## src/rtl/storage_compare_checker_pkg.sv

```systemverilog
// Shared state encoding and default widths for the storage compare checker.
package storage_compare_checker_pkg;

    localparam int CNT_W_DEF = 8;
    localparam int LEN_W_DEF = 16;

    localparam logic [1:0] ST_IDLE   = 2'd0;
    localparam logic [1:0] ST_WARMUP = 2'd1;
    localparam logic [1:0] ST_CHECK  = 2'd2;
    localparam logic [1:0] ST_DONE   = 2'd3;

endpackage

```

## src/rtl/storage_compare_checker_sat_counter.sv

```systemverilog
// Width-parameterised saturating counter with synchronous clear.
module sat_counter
    import storage_compare_checker_pkg::*;
#(
    parameter int W = CNT_W_DEF
) (
    input  logic         clk,
    input  logic         rst_n,
    input  logic         clr,
    input  logic         inc,
    output logic [W-1:0] cnt
);

    always_ff @(posedge clk or negedge rst_n) begin
        if (!rst_n) begin
            cnt <= '0;
        end else if (clr) begin
            cnt <= '0;
        end else if (inc && !(&cnt)) begin
            cnt <= cnt + W'(1);
        end
    end

endmodule

```

## config.mk

```make
export PLATFORM = sky130hd
export DESIGN_NAME = sat_counter
export DESIGN_NICKNAME = d
export VERILOG_FILES = /design/src/rtl/storage_compare_checker_pkg.sv /design/src/rtl/storage_compare_checker_sat_counter.sv
export SDC_FILE = /design/constraint.sdc
export NUM_CORES = 1
export LEC_CHECK = 0
export ABC_AREA = 1
export BUFFER_PORTS_ARGS = -buffer_cell sky130_fd_sc_hd__clkbuf_2
export CAP_MARGIN = 20
export CORE_AREA = 2 2 39 41
export DETAILED_ROUTE_END_ITERATION = 12
export DIE_AREA = 0 0 41 43
export HOLD_SLACK_MARGIN = 0.05
export PLACE_DENSITY = 0.66
export SLEW_MARGIN = 20
export SYNTH_ARGS = -nofsm -noshare
export SYNTH_HDL_FRONTEND = slang
export SYNTH_SLANG_ARGS = --single-unit
```

## constraint.sdc

```tcl
create_clock -name clk -period 1.7 [get_ports clk]
set_input_delay 0.17 -clock clk [delete_from_list [all_inputs] [get_ports clk]]
set_output_delay 0.17 -clock clk [all_outputs]
set_load 0.02 [all_outputs]
```

==> flow_summary_export.csv <==
group,metric,value,unit
status,status,"finished clean",
detailed_routing,via_count,482,
placement,place_area,569.3,sq um
die,dieHeight,43,um
power_and_ir_drop,pwr-share-comb,12.4,%
finish,layout-drive-gt1-share,21.59,%
critical_path,cpMaxStageDelayCell,"dfrtp_1",
timing,slew_headroom,79.41,%
timing,grt_setup_unrepaired,"no",
finish,register_area,200.2,sq um
detailed_routing,drtIter0Drc,10,
finish,top_regs,"cnt (8)",
logic_synthesis,ys_types,15,
critical_path,end_kind,"flop",
placement,dp_worst_setup_slack,292.9,ps
clocking,htreeDepth,1,
timing,finalCriticalPeriod,1411,ps
worst_hold_path,hold_path_class,"in -> reg",
grt,antenna_found_initial,0,
detailed_routing,drc,0,
clocking,numCtsBuffers,3,
grt,overflow,0,
detailed_routing,drtAntennaViolNets,0,
logic_synthesis,synth.cell_area,494.2,sq um
power_and_ir_drop,power.density,670.6,nW/um^2
critical_path,crit_required,1860,ps
grt,first_global_vias,432,
die,num_io_pins,12,
finish,top_register,"cnt",
logic_synthesis,synth.avg_cell_area,6.770,sq um
placement,io_buffers,11,
die,start_util,35.71,%
detailed_routing,wire_per_inst,10.31,um
clocking,cts-root-buf,"clkbuf_4",
worst_hold_path,holdCritStartpoint,"clr",
placement,dpl.hpwl,831.6,um
critical_path,r2r_start,"cnt[0]",
clocking,cts_sinks,8,
critical_path,cp-start-kind,"flop",
finish,final_cells,104,
timing,setup_tns,0,ps
timing,hold_viol,0,
clocking,cts_max_path_buffers,2,
finish,fin_util,43.49,%
die,coreArea,1384,sq um
critical_path,crit_arrival,1570,ps
power_and_ir_drop,total_power,0.4036,mW
timing,tightest_slew,308.8,ps
timing,hold_slack,242.4,ps
grt,grt_max_degree,9,
detailed_routing,drt_pass1_iterations,2,
die,dieArea,1763,sq um
timing,setup_viol,0,
clocking,worst_skew_pair.late_latency,260,ps
finish,diodes,0,
grt,grt_use_total,16.16,%
placement,dp_cells,100,
power_and_ir_drop,p_seq_share,50.3,%
finish,num-nets-final,95,
clocking,cts_tree,"built",
finish,areaGrowthSynthToFinish,21.77,%
critical_path,worstPathCellList,"ha_1, nand2_1, nor2_2, a21oi_1, nand3_1, nand2_1, inv_1",
logic_synthesis,synth_area_leaders,"dfrtp_1 41%, nand2_1 21%, inv_1 7.6%",
clocking,clkTransAtPathRegs,60,ps
job,maxCapViolCount,0,
timing,fin_crit_sh,83.02,%
detailed_routing,drt-total-wl,1072,um
grt,grt_pass1_wl,1932,um
logic_synthesis,syn_nets,78,
critical_path,critical-path-top-delay-family,"flip-flops",
critical_path,cp_slowest_stage_delay,410,ps
logic_synthesis,syn_inst,73,
critical_path,crit_buf_inv,1,
timing,fin_ws,288.6,ps
critical_path,crit_type,"reg -> reg",
logic_synthesis,yosysWarnings,0,
die,fp.dieW,41,um
timing,finalMaxSlewViolations,0,
finish,fillers,158,
critical_path,crit_top_cell,"nand2_1",
die,std_cell_rows,14,
finish,multi_input_area,251.5,sq um
timing,finClkSkew,4.363,ps
finish,design_area,601.8,sq um
power_and_ir_drop,p_int,0.2946,mW
power_and_ir_drop,leakage,0.3405,nW
logic_synthesis,ys_seq_area_share,40.51,%
logic_synthesis,synth_largest_area_cell,"dfrtp_1",
power_and_ir_drop,p_sw_share,27.00,%
power_and_ir_drop,power_frac_clock,37.3,%
critical_path,crit_fanout,4,
placement,place_congestion,0.8905,
detailed_routing,via_per_inst,4.635,
power_and_ir_drop,vdd_drop_max,0.0002787,V
logic_synthesis,synth_top_area_share,40.51,%
timing,timing.fmax,708.5,MHz
logic_synthesis,ys_ff_latch,8,
finish,largest_register_ffs,8,
critical_path,startpoint,"cnt[0]",
power_and_ir_drop,switchingPower,0.1090,mW
-- power by group through the flow --
stage	clock network, mW	logic, mW	registers, mW
2_1_floorplan	0	0.0217	0.213
6_report	0.151	0.0500	0.203
3_3_place_gp	0	0.0494	0.206
4_1_cts	0.158	0.0512	0.203
3_5_place_dp	0	0.0493	0.206
5_1_grt	0.167	0.0581	0.204
-- cell usage after synthesis --
cell type and number:
inv_1 10, nand3_1 7, a21oi_1 4, o21bai_1 1, ha_1 1, nand2_2 1, clkinv_2 1, o21ai_0 1
nor2_2 2, nand2_1 28, nand2_4 1, nor2_1 6, xor2_1 1, dfrtp_1 8, nor3_1 1
-- layer usage --
metal,vias to the layer above,global-route usage (%),routed length [um]
met5,-,0,0
met4,0,8.000,21
met3,3,3.141,45
met2,11,20.94,482
met1,212,24.59,522
li1,256,-,-
-- cell families (layout without fill, tap and decap cells) --
family	count (synthesis)	count (layout)	synth area share [%]
and+or+nand+nor	46	46	40.00
DFF	8	8	40.51
buffers and inverters	11	26	8.607
adders and majority gates	1	1	2.531
xor gates and xnor gates	1	1	1.772
AOI/OAI and AO/OA	6	6	6.582
-- placed cells by master (no fill, tap or decap) --
master and count:
clkinv_2 1, o21bai_1 1, dfrtp_1 8, clkbuf_4 3, clkbuf_2 11, a21oi_1 4
nand2_4 1, nor3_1 1, o21ai_0 1, ha_1 1, dlygate4sd3_1 1, nand2_1 28
nand2_2 1, xor2_1 1, nand3_1 7, nor2_1 6, inv_1 10, nor2_2 2
-- worst reg2reg max path: cells and delay by family, from the launching register on --
family | cells | cell delay (ps)
DFF | 1 | 410
adders and majority gates | 1 | 220
and+or+nand+nor | 4 | 360
AOI/OAI and AO/OA | 1 | 290
buffers and inverters | 1 | 30
-- layout make-up --
class,instances,share of cell area (%)
inverter,11,7.069
sequential,8,33.26
timing repair buffer,12,10.81
multi-input combinational,54,41.79
tap,16,3.326
clock buffer,3,3.742
-- final timing paths --
kind	endpoint	slack, ps	depth (start not counted)
max	cnt[7]	290	7
min	cnt[7]	240	4
max reg2reg	cnt[7]	290	7
min reg2reg	cnt[1]	530	2
max in group asynchronous	cnt[2]	1210	2
min in group asynchronous	cnt[7]	300	2
-- timing repair --
item | 4_1_cts | 5_1_grt
setup buffers | 0 | 0
endpoints found under the hold margin | 8 | 0
hold buffers | 1 | 0
resized for setup | 0 | 0
setup endpoints to repair | 0 | 0
No activity file was read; power rests on OpenSTA's default activity.
